--- src/rtl/instr_fetch_queue_if.sv ---
// Handshake bundle between the IF stage, the fetch queue and the ID stage.
// master drives the fetch offer and consume/flush controls; slave is the queue itself.
interface instr_fetch_queue_if #(
  parameter int DEPTH = 4,
  parameter int WIDTH = 32
);
  localparam int CW = $clog2(DEPTH) + 1;

  logic             flush;
  logic             in_valid;
  logic [WIDTH-1:0] in_pc;
  logic [WIDTH-1:0] in_instr;
  logic             in_ready;
  logic             out_valid;
  logic [WIDTH-1:0] out_pc;
  logic [WIDTH-1:0] out_instr;
  logic             out_adel;
  logic             out_ready;
  logic [CW-1:0]    count;
  logic             full;
  logic             empty;

  modport master (
    output flush, in_valid, in_pc, in_instr, out_ready,
    input  in_ready, out_valid, out_pc, out_instr, out_adel, count, full, empty
  );

  modport slave (
    input  flush, in_valid, in_pc, in_instr, out_ready,
    output in_ready, out_valid, out_pc, out_instr, out_adel, count, full, empty
  );
endinterface

--- src/rtl/instr_fetch_queue.sv ---
// First-word-fall-through queue of fetched {adel, pc, instr} entries between IF and ID.
// Flush empties the queue in one cycle; misaligned PCs are tagged with an address-error flag.
module instr_fetch_queue #(
  parameter int DEPTH = 4,
  parameter int WIDTH = 32
) (
  input  logic               clk,
  input  logic               rst,
  instr_fetch_queue_if.slave q
);
  localparam int PW = $clog2(DEPTH);
  localparam int CW = PW + 1;
  localparam logic [PW-1:0] PTR_ONE   = PW'(1);
  localparam logic [PW-1:0] PTR_ZERO  = PW'(0);
  localparam logic [CW-1:0] CNT_ONE   = CW'(1);
  localparam logic [CW-1:0] CNT_ZERO  = CW'(0);
  localparam logic [CW-1:0] CNT_DEPTH = CW'(DEPTH);

  logic [WIDTH-1:0] pc_mem_r    [DEPTH];
  logic [WIDTH-1:0] instr_mem_r [DEPTH];
  logic [DEPTH-1:0] adel_mem_r;

  logic [PW-1:0] rd_ptr_r, wr_ptr_r;
  logic [PW-1:0] rd_ptr_next_s, wr_ptr_next_s;
  logic [CW-1:0] count_r, count_next_s;
  logic          full_r, empty_r;
  logic          full_next_s, empty_next_s;
  logic          push_s, pop_s;

  function automatic logic pc_misaligned(input logic [WIDTH-1:0] pc);
    return (pc[1:0] != 2'b00);
  endfunction

  // Full blocks pushes even when a pop happens, so in_ready never depends on out_ready.
  assign push_s = q.in_valid & ~full_r & ~q.flush;
  assign pop_s  = ~empty_r & q.out_ready & ~q.flush;

  // Next-state computation for pointers, occupancy and status flags.
  always_comb begin
    rd_ptr_next_s = rd_ptr_r;
    wr_ptr_next_s = wr_ptr_r;
    count_next_s  = count_r;
    if (q.flush) begin
      rd_ptr_next_s = PTR_ZERO;
      wr_ptr_next_s = PTR_ZERO;
      count_next_s  = CNT_ZERO;
    end else begin
      if (push_s) begin
        wr_ptr_next_s = wr_ptr_r + PTR_ONE;
      end else begin
        wr_ptr_next_s = wr_ptr_r;
      end
      if (pop_s) begin
        rd_ptr_next_s = rd_ptr_r + PTR_ONE;
      end else begin
        rd_ptr_next_s = rd_ptr_r;
      end
      case ({push_s, pop_s})
        2'b10:   count_next_s = count_r + CNT_ONE;
        2'b01:   count_next_s = count_r - CNT_ONE;
        default: count_next_s = count_r;
      endcase
    end
    full_next_s  = (count_next_s == CNT_DEPTH);
    empty_next_s = (count_next_s == CNT_ZERO);
  end

  // Pointer, occupancy and flag registers.
  always_ff @(posedge clk or posedge rst) begin
    if (rst) begin
      rd_ptr_r <= PTR_ZERO;
      wr_ptr_r <= PTR_ZERO;
      count_r  <= CNT_ZERO;
      full_r   <= 1'b0;
      empty_r  <= 1'b1;
    end else begin
      rd_ptr_r <= rd_ptr_next_s;
      wr_ptr_r <= wr_ptr_next_s;
      count_r  <= count_next_s;
      full_r   <= full_next_s;
      empty_r  <= empty_next_s;
    end
  end

  // Entry storage; cleared on reset so the head reads zero, left untouched by flush.
  always_ff @(posedge clk or posedge rst) begin
    if (rst) begin
      for (int i = 0; i < DEPTH; i++) begin
        pc_mem_r[i]    <= {WIDTH{1'b0}};
        instr_mem_r[i] <= {WIDTH{1'b0}};
      end
      adel_mem_r <= {DEPTH{1'b0}};
    end else if (push_s) begin
      pc_mem_r[wr_ptr_r]    <= q.in_pc;
      instr_mem_r[wr_ptr_r] <= q.in_instr;
      adel_mem_r[wr_ptr_r]  <= pc_misaligned(q.in_pc);
    end
  end

  assign q.in_ready  = ~full_r;
  assign q.out_valid = ~empty_r;
  assign q.out_pc    = pc_mem_r[rd_ptr_r];
  assign q.out_instr = instr_mem_r[rd_ptr_r];
  assign q.out_adel  = adel_mem_r[rd_ptr_r];
  assign q.count     = count_r;
  assign q.full      = full_r;
  assign q.empty     = empty_r;
endmodule

--- src/flat_wrapper.sv ---
// flat-port wrapper written by rule: the top's interface ports become plain ports
module instr_fetch_queue_flat 
#(
  parameter int DEPTH = 4,
  parameter int WIDTH = 32
)
  (clk, rst, q_flush, q_in_valid, q_in_pc, q_in_instr, q_out_ready, q_in_ready, q_out_valid, q_out_pc, q_out_instr, q_out_adel, q_count, q_full, q_empty);
  instr_fetch_queue_if #(.DEPTH(DEPTH), .WIDTH(WIDTH)) q_i ();
  input  logic clk;
  input  logic rst;
  input wire logic [$bits(q_i.flush)-1:0] q_flush;
  input wire logic [$bits(q_i.in_valid)-1:0] q_in_valid;
  input wire logic [$bits(q_i.in_pc)-1:0] q_in_pc;
  input wire logic [$bits(q_i.in_instr)-1:0] q_in_instr;
  input wire logic [$bits(q_i.out_ready)-1:0] q_out_ready;
  output wire logic [$bits(q_i.in_ready)-1:0] q_in_ready;
  output wire logic [$bits(q_i.out_valid)-1:0] q_out_valid;
  output wire logic [$bits(q_i.out_pc)-1:0] q_out_pc;
  output wire logic [$bits(q_i.out_instr)-1:0] q_out_instr;
  output wire logic [$bits(q_i.out_adel)-1:0] q_out_adel;
  output wire logic [$bits(q_i.count)-1:0] q_count;
  output wire logic [$bits(q_i.full)-1:0] q_full;
  output wire logic [$bits(q_i.empty)-1:0] q_empty;
  assign q_i.flush = q_flush;
  assign q_i.in_valid = q_in_valid;
  assign q_i.in_pc = q_in_pc;
  assign q_i.in_instr = q_in_instr;
  assign q_i.out_ready = q_out_ready;
  assign q_in_ready = q_i.in_ready;
  assign q_out_valid = q_i.out_valid;
  assign q_out_pc = q_i.out_pc;
  assign q_out_instr = q_i.out_instr;
  assign q_out_adel = q_i.out_adel;
  assign q_count = q_i.count;
  assign q_full = q_i.full;
  assign q_empty = q_i.empty;
  instr_fetch_queue #(.DEPTH(DEPTH), .WIDTH(WIDTH)) u_core (.clk(clk), .rst(rst), .q(q_i));
endmodule
--- config.mk ---
export PLATFORM = sky130hd
export DESIGN_NAME = instr_fetch_queue_flat
export DESIGN_NICKNAME = d
export VERILOG_FILES = /design/src/rtl/instr_fetch_queue_if.sv /design/src/rtl/instr_fetch_queue.sv /design/src/flat_wrapper.sv
export SDC_FILE = /design/constraint.sdc
export NUM_CORES = 1
export LEC_CHECK = 0
export BUFFER_PORTS_ARGS = -buffer_cell sky130_fd_sc_hd__buf_2
export CELL_PAD_IN_SITES_DETAIL_PLACEMENT = 0
export CELL_PAD_IN_SITES_GLOBAL_PLACEMENT = 2
export CORE_MARGIN = 2
export CORE_UTILIZATION = 47
export DETAILED_ROUTE_END_ITERATION = 8
export GPL_TIMING_DRIVEN = 0
export PLACE_DENSITY_LB_ADDON = 0.1
export SYNTH_ARGS = -nofsm -noshare
export SYNTH_HDL_FRONTEND = slang
export SYNTH_SLANG_ARGS = --single-unit
--- constraint.sdc ---
create_clock -name clk -period 21.4 [get_ports clk]
set_input_delay 1.07 -clock clk [delete_from_list [all_inputs] [get_ports clk]]
set_output_delay 1.07 -clock clk [all_outputs]
set_load 0.005 [all_outputs]
==> Word level (Yosys, flattened, before mapping) <==
Cells that the tools add are included.
{ "totals": {"reg_bits": 269, "word_cells": 63} }
{ "classes": {"n_addsub": 4, "order_cmp": 6, "eq_ne": 3, "muxes": 21, "bitwise_logic": 9, "n_reduce_logical": 6} }
{ "op_table": {"columns": ["op", "count"], "rows": [
  ["$bwmux 128", 2],
  ["$mux 32", 5],
  ["$bmux 32 s2", 2],
  ["$demux 32 s2", 1],
  ["$mux 2", 4],
  ["$ge 3x3->1 const B", 2],
  ["$lt 2x3->1 const B", 2],
  ["$not 2->3", 2],
  ["$pmux 3 s2", 1],
  ["$reduce_bool 2->1", 3],
  ["$add 2x1->2 const B", 2],
  ["$and 1x1->1", 4],
  ["$bwmux 4", 1],
  ["$add 3x1->3 const B", 1],
  ["$eq 3x3->1 const B", 1],
  ["$logic_not 3->1", 1],
  ["$lt 3x1->1 const B", 1],
  ["$mux 3", 1],
  ["$not 1->1", 3],
  ["$sub 3x1->3 const B", 1],
  ["$bmux 1 s2", 1],
  ["$demux 1 s2", 1],
  ["$eq 2x1->1 const B", 1],
  ["$eq 2x2->1 const B", 1],
  ["other kinds (3)", 5]
]} }

==> Longest topological paths before layout <==
Gate-level depths: netlist of the first run.
{ "logic_depth": {"word_depth": 7, "ltp_mapped": 7, "mapped_depth_nobuf": 7} }

==> Least setup slack after synthesis of the first run <==
Ideal clock, no wire load.
{ "synth_path": {"path_type": "input to register", "startpoint": "in q_flush", "endpoint": "reg u_core.count_r[2], in the netlist u_core.q.count[2]", "t_arrival_ps": 2820, "required_ps": 21336, "path_slack_ps": 18515, "stages": 7, "path_cell_list": "clkbuf_1 or2_2 ha_1 fa_1 xor2_1 nor4b_1 or2_2"} }
{ "synth_via": {"elab_chain_len": 5, "word_cells_on_any_way": 7, "cone_classes": "2 x eq/ne; 2 x mux; 3 x bitwise"} }
{ "synth_rtl": {"columns": ["element", "line_no", "text"], "rows": [
  ["start: declaration", "flat_wrapper.sv:11", "input wire logic [$bits(q_i.flush)-1:0] q_flush;"],
  ["$not 1->1", "instr_fetch_queue.sv:35, instr_fetch_queue.sv:36", null],
  ["$and 1x1->1 (on tied branches)", "instr_fetch_queue.sv:36, instr_fetch_queue.sv:35", null],
  ["$eq 2x1->1 / $eq 2x2->1 (equally long branches)", "instr_fetch_queue.sv:58", "case ({push_s, pop_s})"],
  ["$pmux 3 s2", "instr_fetch_queue.sv:58", null],
  ["$mux 3 (*)", "instr_fetch_queue.sv:43", "if (q.flush) begin"],
  ["net u_core.count_next_s[2]", "instr_fetch_queue.sv:25", "logic [CW-1:0] count_r, count_next_s;"],
  ["end signal: assignment", "instr_fetch_queue.sv:79", "count_r <= count_next_s;"],
  ["end: declaration", "instr_fetch_queue.sv:25", null]
]} }
Mark *: on every way through the listed nets, which the timed path passes. The rest lies on a longest branch.
A chain may end at the register's enable or synchronous reset.

==> Worst setup path after layout of the first run <==
{ "layout_path": {"startpoint": "reg u_core.rd_ptr_r[1]", "endpoint": "out q_out_instr[1]"} }
{ "layout_via": {"elab_chain_len": 4} }
{ "layout_rtl": {"columns": ["element", "line_no", "text"], "rows": [
  ["start: declaration", "instr_fetch_queue.sv:23", "logic [PW-1:0] rd_ptr_r, wr_ptr_r;"],
  ["start signal: assignment", "instr_fetch_queue.sv:77", "rd_ptr_r <= rd_ptr_next_s;"],
  ["$not 2->3 (not written as such)", "instr_fetch_queue.sv:103", "assign q.out_instr = instr_mem_r[rd_ptr_r];"],
  ["$bmux 32 s2", "instr_fetch_queue.sv:103", null],
  ["$mux 32 (not written as such) (2 in a row)", "instr_fetch_queue.sv:103", null],
  ["end: declaration", "flat_wrapper.sv:19", "output wire logic [$bits(q_i.out_instr)-1:0] q_out_instr;"]
]} }
No other way between the ends. The select of a mux whose other input is x is not followed.

==> impl_metrics.py, run 1 <==
metrics = {
    "final_layout": {
        "n_antenna_cell": 0,
        "multiInputGateArea_um2": 5280,
        "nets": 936,
        "fillers": 2082,
        "drive_gt1_share_pct": 63.0,
        "finalInstanceArea_um2": 14600,
        "syn_to_final_growth_pct": 16.7,
        "final_cells": 1218,
        "seq_area_um2": 6730,
    },
    "placed_design": {
        "gp_congestion": 0.748,
        "port-buffer-count": 140,
        "dp.cells": 1164,
        "dp_hpwl_um": 17500,
        "placed_cell_area_um2": 13700,
    },
    "global_route": {
        "grt_max_degree": 139,
        "track_usage_pct": 19.5,
        "grt_pass1_vias": 7663,
        "grt_pass1_wl_um": 43200,
        "antenna_found_initial": 1,
        "grt_overflow_total": 0,
    },
    "sta": {
        "setup_tns_ns": 0,
        "hold_viol": 0,
        "fin_crit_ns": 3.30,
        "finalSetupViolations": 0,
        "slew_headroom_pct": 35.5,
        "fmax_mhz": 303,
        "finClkSkew_ns": 0.00684,
        "tightest_slew_ns": 0.968,
        "rsz0062_at_grt": "no",
        "fin_crit_sh_pct": 15.4,
        "finalMaxSlewViolations": 0,
    },
    "setup_path": {
        "cp-start-kind": "flip-flop",
        "worstPathArrival_ns": 2.23,
        "path_max_fanout": 10,
        "endpoint_kind": "output port",
        "path_class": "flip-flop to output port",
        "crit_required_ns": 20.33,
    },
    "clocking": {
        "cts.sinks": 269,
        "clockBufferDepth": 3,
        "cts_resized": 0,
        "cts_tree": "done",
        "insertion_delay_ns": 0.54,
        "cts_hold_buf": 0,
        "numCtsBuffers": 30,
        "htreeDepth": 1,
        "post_cts_buffers": 0,
        "cts_root_buf": "clkbuf_16",
        "path_clk_slew_ns": 0.06,
    },
    "floorplanning": {
        "rows": 59,
        "fp.dieW_um": 167,
        "io_pins": 141,
        "fp.dieH_um": 167,
        "start_util_pct": 48.0,
        "design.core.area_um2": 26100,
        "die_area_um2": 28000,
    },
    "synth": {
        "yosysSeqAreaShare_pct": 53.7,
        "synth_edf_count": 0,
        "netlist_top_cells_count": "268 x dfrtp_1, 152 x mux2_4, 104 x mux2_2, 65 x mux4_2",
        "netlist_instances": 688,
        "synth_top_area_share_pct": 53.5,
        "ys_async_sr_fraction_pct": 100,
        "synth_nets": 763,
        "netlist_area_um2": 12500,
        "yosys-top-cells-area": "dfrtp_1 53%, mux2_4 18%, mux4_2 12%",
        "yosysMostFrequentCell": "dfrtp_1",
        "yosys_most_used_dff": "dfrtp_1",
        "synth.distinct_cells": 31,
        "ys_ff_latch": 269,
        "syn_area_per_cell_um2": 18.2,
        "ys_warn_count": 0,
        "synth_top_area_cell": "dfrtp_1",
    },
    "power": {
        "netSwitchingFraction_pct": 24.4,
        "pwr-share-comb_pct": 22.5,
        "total_power_mw": 1.55,
        "p_int_mw": 1.17,
        "max-vdd-ir-drop_mv": 0.0637,
        "power_frac_clock_pct": 31.6,
        "power_density_nw_per_um2": 106,
        "power_switching_mw": 0.380,
        "power.leakage_nw": 6.68,
        "power_frac_seq_pct": 45.9,
    },
    "route": {
        "wl_per_cell_um": 21.8,
        "drt_iter0_markers": 297,
        "routed_wl_um": 26600,
        "dr.pass1.iters": 6,
        "drc": 11,
        "vias": 6581,
        "viasPerCell": 5.40,
        "postRouteAntennaNets": 0,
    },
    "worst_hold_path": {
        "hp-class": "flip-flop to flip-flop",
    },
    "flow_run": {
        "maxCapViolations": 0,
    },
    "run_status": {
        "outcome": "finished with violations",
        "violations": "design-rule violations",
    },
}
[logic make-up after synthesis]
logic type      count (synthesis)  share of synthesized area (%)
buf+inv                        51                           4.15
simple gates                   27                           1.45
mux                           323                           39.4
fa+ha+maj                       6                          0.659
flops                         269                           53.7
xor+xnor                        4                          0.279
compound gates                  8                          0.379
[flip-flops by register name (all words and copies together) (netlist names)]
register	count
u_core.adel_mem_r	4
u_core.instr_mem_r	128
u_core.pc_mem_r	128
u_core.q.count	3
u_core.q.empty	1
u_core.q.full	1
u_core.rd_ptr_r	2
u_core.wr_ptr_r	2
[layer usage]
metal | share of wire, % | up-vias | GRT usage (%)
met5 | 0.041 | - | 0
met4 | 2.3 | 2 | 4.57
met3 | 5.0 | 43 | 3.99
met2 | 50 | 138 | 33.8
met1 | 43 | 3503 | 25.5
li1 | - | 2895 | -
[worst paths after layout]
path | start | endpoint | slack, ns | cells after the start
max | u_core.rd_ptr_r[1] | q_out_instr[1] | 18.10 | 4
max in group asynchronous | rst | u_core.instr_mem_r[31] | 19.45 | 3
max reg2reg | u_core.q.full | u_core.q.count[2] | 19.01 | 7
min in group asynchronous | rst | u_core.pc_mem_r[90] | 0.72 | 2
min | u_core.instr_mem_r[47] | u_core.instr_mem_r[47] | 0.50 | 1
min reg2reg | u_core.instr_mem_r[47] | u_core.instr_mem_r[47] | 0.50 | 1
[per-stage QoR]
step | util (%) | hold WS (ns) | worst slack (ns)
floorplan | - | 0.475 | 12.92
global placement | 52.3 | 0.483 | 10.72
detailed placement | 52.4 | 0.491 | 18.18
CTS | 56.0 | 0.504 | 18.04
global route | 56.0 | 0.512 | 17.99
finish | 56.0 | 0.500 | 18.10
[layout by cell type, fill, tap and decap left out, types with 2 or more instances in the layout]
master     netlist  final
mux4_2          65     65
clkbuf_16        0     31
mux2_4         152    152
mux2_2         104    104
buf_4            8      8
buf_2           11    151
clkinv_2         0      5
mux2i_1          2      2
inv_1            6      5
or2_2            2      2
nor2b_1          2      2
ha_1             5      5
dfrtp_1        268    268
clkbuf_1         2     14
buf_8            7      7
buf_6            8      8
buf_12           9      9
a21oi_1          6      6
and4bb_4         4      4
nor2_1          11     11
nand2b_1         2      2
clkbuf_8         0      5
xor2_1           3      3
[worst max-delay path, cell delays in order, from the launching register on]
cell	delay [ns]
dfrtp_1	0.40
buf_2	0.35
buf_2	0.41
mux4_2	0.38
buf_2	0.14
[cell type report]
cell class              count  area share [%]
clock inverters             6           0.376
flip-flops and latches    269            46.0
clock buffers              48            6.08
plain buffers              45            3.40
well taps                 335            2.86
inverters                   6           0.205
repair buffers            141            4.98
multi-input cells         368            36.1
[power groups by stage]
| stage | Combinational, mW | Clock (mW) | Sequential (mW) |
|---|---|---|---|
| floorplan | 0.268 | 0 | 0.694 |
| global placement | 0.342 | 0 | 0.707 |
| detailed placement | 0.354 | 0 | 0.719 |
| CTS | 0.356 | 0.504 | 0.712 |
| global route | 0.377 | 0.526 | 0.729 |
| finish | 0.349 | 0.491 | 0.713 |
Note: power is estimated with default switching activity, not from simulation.
==> inputs of run 2 (changes only) <==
CORE_UTILIZATION = 44   (was 47)
clock period = 3.35 ns   (was 21.4 ns; I/O delays follow)
==> run 2 against run 1 <==
The flow now finishes without violations. Global-route usage shrank 0.37 points. Register-to-register slack lost 18 ns. Clock power grew to 6.9 times the previous value. Design area grew 6.1%. Largest power group unchanged. Setup slack lost 17 ns. Highest routed layer is now met4. Critical endpoint is now q_out_pc[25]. Non-clock buffer count grew 72. Critical path depth is the same. Power grew to 6.6 times the previous value. Sequential power grew to 6.4 times the previous value. Cell count grew 9.7%.
==> impl_metrics.py, run 2 (synthesized netlist as in run 1, its figures left out) <==
metrics = {
    "sta": {
        "hold_viol": 0,
        "finClkSkew_ns": 0.0161,
        "slew_headroom_pct": 47.7,
        "fin_crit_sh_pct": 72.3,
        "fmax_mhz": 413,
        "finalMaxSlewViolations": 0,
        "tightest_slew_ns": 0.782,
        "setup_tns_ns": 0,
        "finalSetupViolations": 0,
        "fin_crit_ns": 2.42,
        "rsz0062_at_grt": "no",
    },
    "final_layout": {
        "multiInputGateArea_um2": 5280,
        "syn_to_final_growth_pct": 23.9,
        "drive_gt1_share_pct": 59.2,
        "final_util_pct": 55.6,
        "fillers": 2243,
        "top_regs": "u_core.instr_mem_r: 128 flops, u_core.pc_mem_r: 128 flops, u_core.adel_mem_r: 4 flops",
        "final_cell_mix": "268 x dfrtp_1, 152 x mux2_4, 151 x buf_2",
        "final_cells": 1336,
        "finalInstanceArea_um2": 15500,
        "nets": 1008,
        "final_common_cell": "dfrtp_1",
        "seq_area_um2": 6730,
    },
    "global_route": {
        "antenna_found_initial": 1,
        "grt_overflow_total": 0,
        "grt_pass1_vias": 8007,
        "track_usage_pct": 19.1,
        "grt_pass1_wl_um": 45700,
        "grt_max_degree": 45,
    },
    "floorplanning": {
        "rows": 61,
        "die_area_um2": 29900,
        "start_util_pct": 44.9,
        "fp.dieW_um": 173,
        "design.core.area_um2": 27900,
        "io_pins": 141,
        "fp.dieH_um": 173,
    },
    "placed_design": {
        "placed_cell_area_um2": 13800,
        "port-buffer-count": 140,
        "dp.cells": 1212,
        "gp_congestion": 0.752,
        "dp_hpwl_um": 18600,
    },
    "route": {
        "postRouteAntennaNets": 0,
        "drc": 0,
        "wl_per_cell_um": 20.9,
        "drt_iter0_markers": 291,
        "routed_wl_um": 27900,
        "vias": 6924,
        "dr.pass1.iters": 4,
        "viasPerCell": 5.18,
    },
    "setup_path": {
        "crit_buf_inv": 3,
        "cpMaxStageDelayCell": "dfrtp_1",
        "path_cells": "buf_2 > buf_2 > mux4_2 > buf_2",
        "cp-start-kind": "flip-flop",
        "worstPathArrival_ns": 2.26,
        "endpoint_kind": "output port",
        "crit_required_ns": 3.18,
        "cpMostUsedCell": "buf_2",
        "cpPeakStageDelay_ns": 0.42,
        "path_max_fanout": 10,
        "critPathTopFamily": "buffers and inverters",
        "path_class": "flip-flop to output port",
    },
    "clocking": {
        "cts.sinks": 269,
        "numCtsBuffers": 30,
        "cts_root_buf": "clkbuf_16",
        "path_clk_slew_ns": 0.06,
        "cts_resized": 0,
        "htreeDepth": 1,
        "cts_tree": "done",
        "post_cts_buffers": 0,
        "clockBufferDepth": 3,
        "insertion_delay_ns": 0.55,
    },
    "flow_run": {
        "maxCapViolations": 0,
    },
    "power": {
        "power_density_nw_per_um2": 660,
        "total_power_mw": 10.3,
        "power.leakage_nw": 7.04,
        "max-vdd-ir-drop_mv": 0.418,
    },
    "run_status": {
        "outcome": "complete, no violations",
    },
    "worst_hold_path": {
        "hp-class": "input port to flip-flop",
    },
}
[run 2: cell types whose count changed in the layout (fill, tap and decap cells not counted), sizes merged]
cell	change
dlygate4sd3	+67
inv	-1
clkbuf	-2
diode	+1
bufinv	+2
clkinv	+2
clkinvlp	+1
buf	+5
[run 2: what timing repair did]
action,in CTS,in global routing
hold buffers,67,0
hold endpoints to repair,292,0
endpoints found under the setup margin,0,0
[run 2: area by class of cell]
class                   count  area share, %
clock buffers              46           5.81
plain buffers              45           3.21
clock inverters            10          0.805
multi-input cells         368           34.0
inverters                   6          0.169
diodes                      1         0.0161
repair buffers            213           9.60
flip-flops and latches    269           43.3
well taps                 378           3.04
[run 2: through the flow]
| stage | worst slack, ns | hold WS, ns |
|---|---|---|
| final | 0.927 | 0.161 |
| after global routing | 0.822 | 0.177 |
| after CTS | 0.846 | 0.134 |
| after detailed placement | 0.957 | 0.347 |
| after global placement | -1.64 | 0.436 |
| after floorplan | -0.370 | 0.316 |
[run 2: where the power goes]
part           internal (mW)  switching (mW)
registers               4.10           0.459
logic                   1.58           0.740
clock network           2.07            1.31
total                   7.75            2.51
[run 2: path summary, 6_finish.rpt]
path | to | slack (ns) | from | cells after the start
worst max-delay path | q_out_pc[25] | 0.93 | u_core.rd_ptr_r[1] | 4
min in group asynchronous | u_core.pc_mem_r[116] | 0.31 | rst | 3
worst min register to register | u_core.instr_mem_r[17] | 0.50 | u_core.instr_mem_r[17] | 1
worst max register to register | u_core.q.full | 0.94 | u_core.q.full | 7
worst min-delay path | u_core.q.full | 0.16 | q_flush | 4
max in group asynchronous | u_core.instr_mem_r[119] | 2.06 | rst | 5
[run 2: worst min-delay path: stages]
cell      delay (ns)
buf_2           0.13
nand2b_1        0.11
a21oi_1         0.05
o21ba_2         0.21
[run 2: layer usage]
metal  up-vias  part of all wire (%)  track usage, %
met5         -                     0               0
met4         0                   2.3            4.70
met3        48                   4.6            3.87
met2       139                    50            32.0
met1      3709                    43            25.8
li1       3028                     -               -
==> inputs of run 3 (changes only) <==
CORE_UTILIZATION = 40   (was 44)
clock period = 2.01 ns   (was 3.35 ns; I/O delays follow)
==> run 3 against run 2 <==
The run now ends with negative setup slack left. Clock-buffer cell count down 1. Cell count is 2.5% higher. Sequential power grew 67%. Die area rose by 9.8%. Clock power is 75% higher. Global-route usage shrank 0.77 points. Critical path depth grew 3. Non-clock buffer count rose by 15. Sequential share of layout area decreased by 1.4 points.
==> impl_metrics.py, run 3 (synthesized netlist as in run 1, its figures left out) <==
metrics = {
    "run_status": {
        "outcome": "finished with violations",
        "violations": "negative setup slack",
    },
    "power": {
        "netSwitchingFraction_pct": 24.5,
        "pwr-share-comb_pct": 23.2,
        "power_switching_mw": 4.31,
        "power_frac_seq_pct": 43.2,
        "p_int_mw": 13.3,
        "max-vdd-ir-drop_mv": 0.647,
        "power_density_nw_per_um2": 1100,
        "power.leakage_nw": 7.21,
        "power_frac_clock_pct": 33.6,
    },
    "global_route": {
        "grt_pass1_vias": 8038,
        "grt_overflow_total": 0,
        "track_usage_pct": 18.4,
        "grt_max_degree": 45,
        "grt_pass1_wl_um": 47200,
        "antenna_found_initial": 1,
        "gr-usage-met2_pct": 31.6,
        "grt.busiest_layer": "met2",
        "grtUsageMet3_pct": 3.77,
        "use_met1_pct": 24.3,
    },
    "placed_design": {
        "gp_congestion": 0.709,
        "dp_hpwl_um": 19400,
        "dp_slack_ns": -0.134,
        "port-buffer-count": 140,
    },
    "final_layout": {
        "drive_gt1_share_pct": 61.2,
        "multiInputGateArea_um2": 5360,
        "final_cell_mix": "267 x dfrtp_1, 152 x mux2_4, 133 x buf_2",
        "fillers": 2557,
        "syn_to_final_growth_pct": 28.0,
        "final_common_cell": "dfrtp_1",
        "nets": 1024,
        "final_util_pct": 52.2,
        "top_regs": "u_core.instr_mem_r: 128 flops, u_core.pc_mem_r: 128 flops, u_core.adel_mem_r: 4 flops",
        "n_antenna_cell": 0,
        "seq_area_um2": 6730,
    },
    "route": {
        "viasPerCell": 5.07,
        "drt_iter0_markers": 307,
        "postRouteAntennaNets": 0,
        "dr.pass1.iters": 4,
        "routed_wl_um": 29400,
        "wl_per_cell_um": 21.5,
        "drc": 0,
        "vias": 6951,
    },
    "setup_path": {
        "critPathCapture": "u_core.q.full",
        "cpPeakStageDelay_ns": 0.54,
        "cp-start-kind": "flip-flop",
        "reg2reg_from": "u_core.q.full",
        "critPathTopFamily": "adder cells",
        "path_class": "flip-flop to flip-flop",
        "path_cells": "nand2b_4 > or2_4 > ha_4 > fa_2 > nor3b_2 > a211oi_2 > o21ba_4",
        "reg2reg_to": "u_core.q.full",
        "endpoint_kind": "flip-flop",
        "cpMaxStageDelayCell": "fa_2",
        "worstPathArrival_ns": 2.57,
        "cp.depth": 7,
        "r2r_cells": 7,
        "crit_buf_inv": 0,
        "startpoint": "u_core.q.full",
        "crit_required_ns": 2.47,
        "r2r_slack_ns": -0.10,
        "path_max_fanout": 3,
    },
    "clocking": {
        "cts_tree": "done",
        "cts_root_buf": "clkbuf_16",
        "path_clk_slew_ns": 0.06,
        "numCtsBuffers": 31,
        "insertion_delay_ns": 0.56,
        "htreeDepth": 1,
        "cts.sinks": 269,
        "clockBufferDepth": 3,
    },
    "sta": {
        "tightest_slew_ns": 0.629,
        "finClkSkew_ns": 0.0238,
        "finalMaxSlewViolations": 0,
        "rsz0062_at_grt": "yes",
        "hold_viol": 0,
        "fin_crit_ns": 2.11,
        "layout_setup_ws_ns": -0.101,
        "slew_headroom_pct": 58.1,
        "fin_crit_sh_pct": 105,
        "finalSetupViolations": 65,
        "fmax_mhz": 474,
        "holdWs_ns": 0.119,
    },
    "floorplanning": {
        "die_area_um2": 32800,
        "start_util_pct": 40.8,
        "io_pins": 141,
        "design.core.area_um2": 30700,
        "rows": 64,
        "fp.dieW_um": 181,
        "fp.dieH_um": 181,
    },
    "flow_run": {
        "maxCapViolations": 0,
    },
    "worst_hold_path": {
        "hp-class": "input port to asynchronous set/reset pin",
    },
}
==> run 3: through the flow <==
stage                     instance area [um^2]  setup TNS (ns)  std cells  power, mW
after floorplan                          12600         -441.11        688       10.3
after global placement                   13800         -787.49       1224       11.2
after detailed placement                 13900          -0.298       1231       11.5
after CTS                                15900           -6.30       1363       17.8
after global routing                     16000           -9.30       1370       18.5
final                                    16000           -3.03       1370       17.6
==> run 3: tightest hold or removal path, stage by stage <==
cell           delay (ns)
dlygate4sd3_1        0.53
buf_2                0.13
clkinvlp_4           0.34
==> run 3: cell type report <==
class | count | area share [%]
multi-input cells | 368 | 33.4
repair buffers | 228 | 10.9
flip-flops and latches | 269 | 42.0
clock buffers | 45 | 5.72
well taps | 396 | 3.09
clock inverters | 13 | 1.08
plain buffers | 45 | 3.69
inverters | 6 | 0.164
==> run 3: worst min path at each step <==
| stage | slack, ns | cells past startpoint | to |
|---|---|---|---|
| floorplan | 0.25 | 1 | u_core.instr_mem_r[32] |
| global placement | 0.37 | 2 | u_core.pc_mem_r[20] |
| detailed placement | 0.15 | 2 | u_core.pc_mem_r[114] |
| CTS | 0.07 | 4 | u_core.q.full |
| global route | 0.12 | 4 | u_core.q.full |
| finish | 0.12 | 3 | u_core.pc_mem_r[114] |
==> run 3: per-layer routing <==
metal  wire length (um)  part of all wire, %
met1              13000                   44
met2              14600                   50
met3               1300                  4.4
met4                455                  1.5
met5                 13                0.044
==> run 3: repair_timing <==
item	in CTS	in global routing
hold endpoints to repair	350	0
gates cloned	1	2
gates resized for setup	35	11
hold buffers	67	0
setup buffers	6	5
setup endpoints to repair	68	68
pin swaps	1	4
==> run 3: power groups by stage <==
| stage | combinational (mW) | sequential (mW) | clock (mW) |
|---|---|---|---|
| final | 4.09 | 7.60 | 5.92 |
| after global routing | 4.40 | 7.77 | 6.34 |
| after CTS | 4.09 | 7.59 | 6.09 |
| after detailed placement | 3.84 | 7.67 | 0 |
| after global placement | 3.68 | 7.53 | 0 |
| after floorplan | 2.87 | 7.39 | 0 |
